--- src/rtl/bcd_pkg.sv ---
// Shared types and constants for the digit-serial BCD adder: controller states,
// the BCD nibble type and the decimal-correction constants.
package bcd_pkg;

  typedef enum logic [1:0] {
    IDLE = 2'd0,
    RUN  = 2'd1,
    DONE = 2'd2
  } state_t;

  typedef logic [3:0] bcd_t;

  localparam bcd_t BCD_MAX  = 4'd9;
  localparam bcd_t BCD_CORR = 4'd6;

endpackage

--- src/rtl/bcd_serial_adder_ctrl_if.sv ---
// Operand and result channels of the serial BCD adder, bundled with
// producer/consumer (master) and adder (slave) views.
interface bcd_serial_adder_ctrl_if #(
  parameter int DIGITS = 8
);

  // Both channels: a transfer happens on the rising edge where valid and ready
  // are both high; once raised, valid and its payload hold until that edge.
  logic                  in_valid;
  logic                  in_ready;
  logic [4*DIGITS-1:0]   a;
  logic [4*DIGITS-1:0]   b;
  logic                  cin;
  logic                  out_valid;
  logic                  out_ready;
  logic [4*DIGITS-1:0]   sum;
  logic                  cout;
  logic                  err;

  modport master (
    output in_valid, a, b, cin, out_ready,
    input  in_ready, out_valid, sum, cout, err
  );

  modport slave (
    input  in_valid, a, b, cin, out_ready,
    output in_ready, out_valid, sum, cout, err
  );

endinterface

--- src/rtl/bcd_digit_add.sv ---
// One-digit BCD adder: binary add plus decimal correction. Non-BCD nibbles
// go through the same rule so results stay deterministic; they raise invalid.
module bcd_digit_add
  import bcd_pkg::*;
(
  input  bcd_t a_d,
  input  bcd_t b_d,
  input  logic c_in,
  output bcd_t s_d,
  output logic c_out,
  output logic invalid
);

  logic [4:0] s;

  always_comb begin
    s       = {1'b0, a_d} + {1'b0, b_d} + {4'b0000, c_in};
    s_d     = s[3:0];
    c_out   = 1'b0;
    // (s + 6) mod 16 only depends on the low nibble of s
    if (s > {1'b0, BCD_MAX}) begin
      s_d   = s[3:0] + BCD_CORR;
      c_out = 1'b1;
    end
    invalid = (a_d > BCD_MAX) || (b_d > BCD_MAX);
  end

endmodule

--- src/rtl/bcd_serial_adder_ctrl.sv ---
// Digit-serial BCD adder controller: latches two packed operands and walks the
// shared digit adder from the least-significant digit up, one digit per cycle.
module bcd_serial_adder_ctrl
  import bcd_pkg::*;
#(
  parameter int DIGITS = 8
) (
  input  logic                      clk,
  input  logic                      rst_n,
  bcd_serial_adder_ctrl_if.slave    bus,
  output state_t                    dbg_state
);

  localparam int W     = 4 * DIGITS;
  localparam int CNT_W = $clog2(DIGITS);
  localparam logic [CNT_W-1:0] LAST = CNT_W'(DIGITS - 1);

  state_t           state;
  state_t           state_nxt;
  logic [CNT_W-1:0] cnt;
  logic [W-1:0]     a_q;
  logic [W-1:0]     b_q;
  logic             carry_q;
  logic [W-1:0]     sum_q;
  logic             cout_q;
  logic             err_q;

  logic             accept;
  logic             last_digit;
  bcd_t             a_dig;
  bcd_t             b_dig;
  bcd_t             s_dig;
  logic             c_dig;
  logic             inv_dig;

  assign bus.in_ready  = (state == IDLE) && rst_n;
  assign bus.out_valid = (state == DONE);
  assign bus.sum       = sum_q;
  assign bus.cout      = cout_q;
  assign bus.err       = err_q;
  assign dbg_state     = state;

  assign accept     = bus.in_valid && bus.in_ready;
  assign last_digit = (cnt == LAST);
  assign a_dig      = a_q[{cnt, 2'b00} +: 4];
  assign b_dig      = b_q[{cnt, 2'b00} +: 4];

  bcd_digit_add u_digit (
    .a_d     (a_dig),
    .b_d     (b_dig),
    .c_in    (carry_q),
    .s_d     (s_dig),
    .c_out   (c_dig),
    .invalid (inv_dig)
  );

  always_comb begin
    state_nxt = state;
    case (state)
      IDLE:    if (accept)        state_nxt = RUN;
      RUN:     if (last_digit)    state_nxt = DONE;
      DONE:    if (bus.out_ready) state_nxt = IDLE;
      default:                    state_nxt = IDLE;
    endcase
  end

  always_ff @(posedge clk) begin
    if (!rst_n) state <= IDLE;
    else        state <= state_nxt;
  end

  // Result registers only move in IDLE (clear on accept) and RUN, so they are
  // frozen for the whole time out_valid is high.
  always_ff @(posedge clk) begin
    if (!rst_n) begin
      cnt     <= '0;
      a_q     <= '0;
      b_q     <= '0;
      carry_q <= 1'b0;
      sum_q   <= '0;
      cout_q  <= 1'b0;
      err_q   <= 1'b0;
    end else begin
      case (state)
        IDLE: begin
          if (accept) begin
            a_q     <= bus.a;
            b_q     <= bus.b;
            carry_q <= bus.cin;
            cnt     <= '0;
            sum_q   <= '0;
            cout_q  <= 1'b0;
            err_q   <= 1'b0;
          end
        end
        RUN: begin
          sum_q[{cnt, 2'b00} +: 4] <= s_dig;
          carry_q                  <= c_dig;
          err_q                    <= err_q | inv_dig;
          if (last_digit) cout_q <= c_dig;
          else            cnt    <= cnt + 1'b1;
        end
        default: ;
      endcase
    end
  end

endmodule

--- src/flat_wrapper.sv ---
// flat-port wrapper written by rule: the top's interface ports become plain ports
module bcd_serial_adder_ctrl_flat import bcd_pkg::*;
#(
  parameter int DIGITS = 8
)
  (clk, rst_n, dbg_state, bus_in_valid, bus_a, bus_b, bus_cin, bus_out_ready, bus_in_ready, bus_out_valid, bus_sum, bus_cout, bus_err);
  bcd_serial_adder_ctrl_if #(.DIGITS(DIGITS)) bus_i ();
  input  logic clk;
  input  logic rst_n;
  output state_t dbg_state;
  input wire logic [$bits(bus_i.in_valid)-1:0] bus_in_valid;
  input wire logic [$bits(bus_i.a)-1:0] bus_a;
  input wire logic [$bits(bus_i.b)-1:0] bus_b;
  input wire logic [$bits(bus_i.cin)-1:0] bus_cin;
  input wire logic [$bits(bus_i.out_ready)-1:0] bus_out_ready;
  output wire logic [$bits(bus_i.in_ready)-1:0] bus_in_ready;
  output wire logic [$bits(bus_i.out_valid)-1:0] bus_out_valid;
  output wire logic [$bits(bus_i.sum)-1:0] bus_sum;
  output wire logic [$bits(bus_i.cout)-1:0] bus_cout;
  output wire logic [$bits(bus_i.err)-1:0] bus_err;
  assign bus_i.in_valid = bus_in_valid;
  assign bus_i.a = bus_a;
  assign bus_i.b = bus_b;
  assign bus_i.cin = bus_cin;
  assign bus_i.out_ready = bus_out_ready;
  assign bus_in_ready = bus_i.in_ready;
  assign bus_out_valid = bus_i.out_valid;
  assign bus_sum = bus_i.sum;
  assign bus_cout = bus_i.cout;
  assign bus_err = bus_i.err;
  bcd_serial_adder_ctrl #(.DIGITS(DIGITS)) u_core (.clk(clk), .rst_n(rst_n), .bus(bus_i), .dbg_state(dbg_state));
endmodule
--- config.mk ---
export PLATFORM = sky130hd
export DESIGN_NAME = bcd_serial_adder_ctrl_flat
export DESIGN_NICKNAME = d
export VERILOG_FILES = /design/src/rtl/bcd_pkg.sv /design/src/rtl/bcd_serial_adder_ctrl_if.sv /design/src/rtl/bcd_digit_add.sv /design/src/rtl/bcd_serial_adder_ctrl.sv /design/src/flat_wrapper.sv
export SDC_FILE = /design/constraint.sdc
export NUM_CORES = 1
export LEC_CHECK = 0
export CORE_AREA = 3 3 101 103
export DETAILED_ROUTE_END_ITERATION = 10
export DIE_AREA = 0 0 104 106
export GPL_ROUTABILITY_DRIVEN = 1
export GPL_TIMING_DRIVEN = 1
export PLACE_DENSITY_LB_ADDON = 0.08
export SLEW_MARGIN = 20
export SYNTH_ARGS = -nofsm -noshare
export SYNTH_HDL_FRONTEND = slang
export SYNTH_SLANG_ARGS = --single-unit
--- constraint.sdc ---
create_clock -name clk -period 5.48 [get_ports clk]
set_input_delay 0.548 -clock clk [delete_from_list [all_inputs] [get_ports clk]]
set_output_delay 0.548 -clock clk [all_outputs]
set_load 0.02 [all_outputs]
==> results.sh <==
export IMPL_post_route_drc_count=0
export IMPL_netlist_instances=557
export IMPL_tritoncts="done"
export IMPL_synthTopCellsByArea="dfxtp_1 45%, nand2_1 14%, nand3_1 9.6%"
export IMPL_regArea_sq_um=2082
export IMPL_antenna_cells=0
export IMPL_r2r_start="u_core.cnt[0]"
export IMPL_arrival_ps=4870
export IMPL_clockBufferDepth=2
export IMPL_n_fill_cell=869
export IMPL_via_count=4189
export IMPL_ys_seq_elements=104
export IMPL_port_buffers=106
export IMPL_cp_slowest_cell="dfxtp_1"
export IMPL_rows=35
export IMPL_cts_sinks=104
export IMPL_clock_latency_ps=370
export IMPL_reg2reg_to="u_core.bus.sum[30]"
export IMPL_cp_max_fo=18
export IMPL_clock_skew_ps=10.09
export IMPL_rsz0062_at_grt="false"
export IMPL_synth_most_common_cell="nand2_1"
export IMPL_powerDensity_nw_per_um2=264.3
export IMPL_ir_drop_mv=0.1558
export IMPL_path_class="flop to flop"
export IMPL_post_cts_buffers=0
export IMPL_crit_chain="buf_4, mux4_1, nand2_1, nand2_1, fa_1, inv_1, ha_1, nor2b_1, a31o_2, o31ai_1, mux2_2, o21ai_0"
export IMPL_drive_gt1_frac=0.06811
export IMPL_grt_ovfl_total=0
export IMPL_startpoint="u_core.cnt[0]"
export IMPL_core_sq_um=9284
export IMPL_routed_wl_mm=11.49
export IMPL_ys_top_cells_by_count="178 x nand2_1, 104 x dfxtp_1, 89 x nand3_1"
export IMPL_vias_per_cell=5.405
export IMPL_synth_flop_cell="dfxtp_1"
export IMPL_crit_path_start_kind="flop"
export IMPL_synth_async_reset_ratio=0
export IMPL_die_x_um=104
export IMPL_clock_root_buffer="clkbuf_8"
export IMPL_path_depth=12
export IMPL_max_freq_ghz=0.2187
export IMPL_die_area_sq_um=11020
export IMPL_hold_buffers=0
export IMPL_cts_made_buffers=9
export IMPL_synth_net_count=639
export IMPL_cts_resized=0
export IMPL_grt_pass1_vias=3926
export IMPL_synth_top_cell_by_area="dfxtp_1"
export IMPL_slowest_delay_ps=760
export IMPL_grt_max_degree=94
export IMPL_synth_edf_count=0
export IMPL_syn_area_per_cell_sq_um=8.338
export IMPL_grt_pass1_wl_mm=18.92
export IMPL_finalNetCount=723
export IMPL_pin_count=107
export IMPL_finalMaxSlewViolations=0
export IMPL_hold_class="flop to flop"
export IMPL_grt_antenna_before_repair=0
export IMPL_wl_per_cell_um=14.83
export IMPL_min_period_ps=4573
export IMPL_status="complete, no violations"
export IMPL_tightest_slew_ps=1062
export IMPL_clk_pin_slew_ps=100
export IMPL_area_delta_synth_final_pct=27.75
export IMPL_relSlewSlack=0.2857
export IMPL_critPathBufInv=2
export IMPL_synth_top_area_frac=0.4483
export IMPL_setup_viol=0
export IMPL_hpwl_mm=8.218
export IMPL_rrSetupSlack_ps=910
export IMPL_cp_common_cell="nand2_1"
export IMPL_power_leakage_nw=2.434
export IMPL_die_h_um=106
export IMPL_start_util=0.5003
export IMPL_critical_path_required_ps=5780
export IMPL_gp_congestion=0.8195
export IMPL_ys_seq_area_frac=0.4483
export IMPL_min_period_over_period=0.8345
export IMPL_yosysWarningCount=0
export IMPL_maxCapViolations=0
export IMPL_synth_area_sq_um=4644
export IMPL_power_mw=1.568
export IMPL_ant_nets=0
export IMPL_htreeDepth=3
export IMPL_ff2ff_path_depth=12
export IMPL_netlist_cell_type_count=47
export IMPL_tns_ps=0
export IMPL_drt_pass1_iter_count=5
export IMPL_grt_total_usage=0.2083
export IMPL_hold_viol_final=0
export IMPL_drt_iter0_markers=202
export IMPL_worstSetupEndpointType="flop"
export IMPL_multi_input_area_sq_um=2376
export IMPL_crit_end="u_core.bus.sum[30]"
export IMPL_cp_top_family="multiplexers"
[layout make-up]
type,instances,area share
Timing Repair Buffer,111,0.1843
Sequential cell,104,0.3509
Multi-Input combinational cell,407,0.4005
Clock inverter,5,0.006537
Tap cell,129,0.02720
Clock buffer,11,0.02552
Inverter,8,0.005061
[worst min-delay path by stage]
stage | from | end | cells after the start
2_1_floorplan | u_core.a_q[21] | u_core.a_q[21] | 2
3_3_place_gp | u_core.bus.sum[7] | u_core.bus.sum[7] | 2
3_5_place_dp | u_core.a_q[14] | u_core.a_q[14] | 2
4_1_cts | u_core.a_q[14] | u_core.a_q[14] | 2
5_1_grt | u_core.a_q[14] | u_core.a_q[14] | 2
6_report | u_core.a_q[14] | u_core.a_q[14] | 2
[routing by layer]
metal,global-route usage,vias up,routed length [um]
met2,0.3352,152,5507
li1,-,2079,-
met1,0.2766,1941,5015
met3,0.04372,17,770
met4,0.07882,0,197
met5,0,-,0
[placed cells by master (no fill, tap or decap), drive strengths merged, types with 3 or more instances in the layout]
| master | instances |
|---|---|
| dfxtp | 104 |
| mux4 | 16 |
| or3 | 4 |
| nor3 | 8 |
| ha | 11 |
| nor2 | 8 |
| nor2b | 11 |
| and3 | 3 |
| clkdlybuf4s50 | 105 |
| buf | 6 |
| a32oi | 4 |
| inv | 10 |
| nand4 | 3 |
| clkbuf | 11 |
| a31oi | 3 |
| nor4 | 4 |
| nand3 | 89 |
| o22ai | 3 |
| nand2 | 178 |
| a21boi | 8 |
| o21ai | 22 |
| a21oi | 5 |
[sequential cells by signal, summed over array words and instances (netlist names)]
name,flops
u_core.cnt,3
u_core.b_q,32
u_core.bus.err,1
u_core.dbg_state,2
u_core.bus.cout,1
u_core.carry_q,1
u_core.bus.sum,32
u_core.a_q,32
[worst register-to-register path: stages, from the launching register on]
cell and delay, ps:
dfxtp_1 760, buf_4 380, mux4_1 620, nand2_1 90
nand2_1 100, fa_1 650, inv_1 100, ha_1 220
nor2b_1 140, a31o_2 260, o31ai_1 500, mux2_2 500
o21ai_0 190
[cells by family after synthesis]
group                    after synthesis  share of synthesized area
adder cells (fa/ha/maj)               13                    0.03825
AND/OR/NAND/NOR                      317                     0.3042
XOR/XNOR                               2                   0.003772
AO/OA/AOI/OAI                         57                    0.07974
buffers and inverters                 46                    0.04122
flip-flops                           104                     0.4483
multiplexers                          18                    0.08459
[stage by stage]
| step | hold slack, ps | worst slack, ps | util | std cells | instance area, sq um |
|---|---|---|---|---|---|
| 3_5_place_dp | 443.9 | 954.7 | 0.6185 | 759 | 5742 |
| 2_1_floorplan | 429.2 | 1100 | - | 557 | 4644 |
| 4_1_cts | 458.7 | 912.7 | 0.6389 | 775 | 5932 |
| 6_report | 456.2 | 906.9 | 0.6391 | 775 | 5933 |
| 3_3_place_gp | 439.8 | 1146 | 0.6185 | 759 | 5742 |
| 5_1_grt | 476.6 | 574.6 | 0.6391 | 775 | 5933 |
[power breakdown]
part           total [mW]  internal [mW]  switching (mW)
registers           0.823          0.795          0.0279
logic               0.286          0.131           0.155
clock network       0.459          0.194           0.265
total                1.57           1.12           0.449
Power figures use the tool's default switching activity.
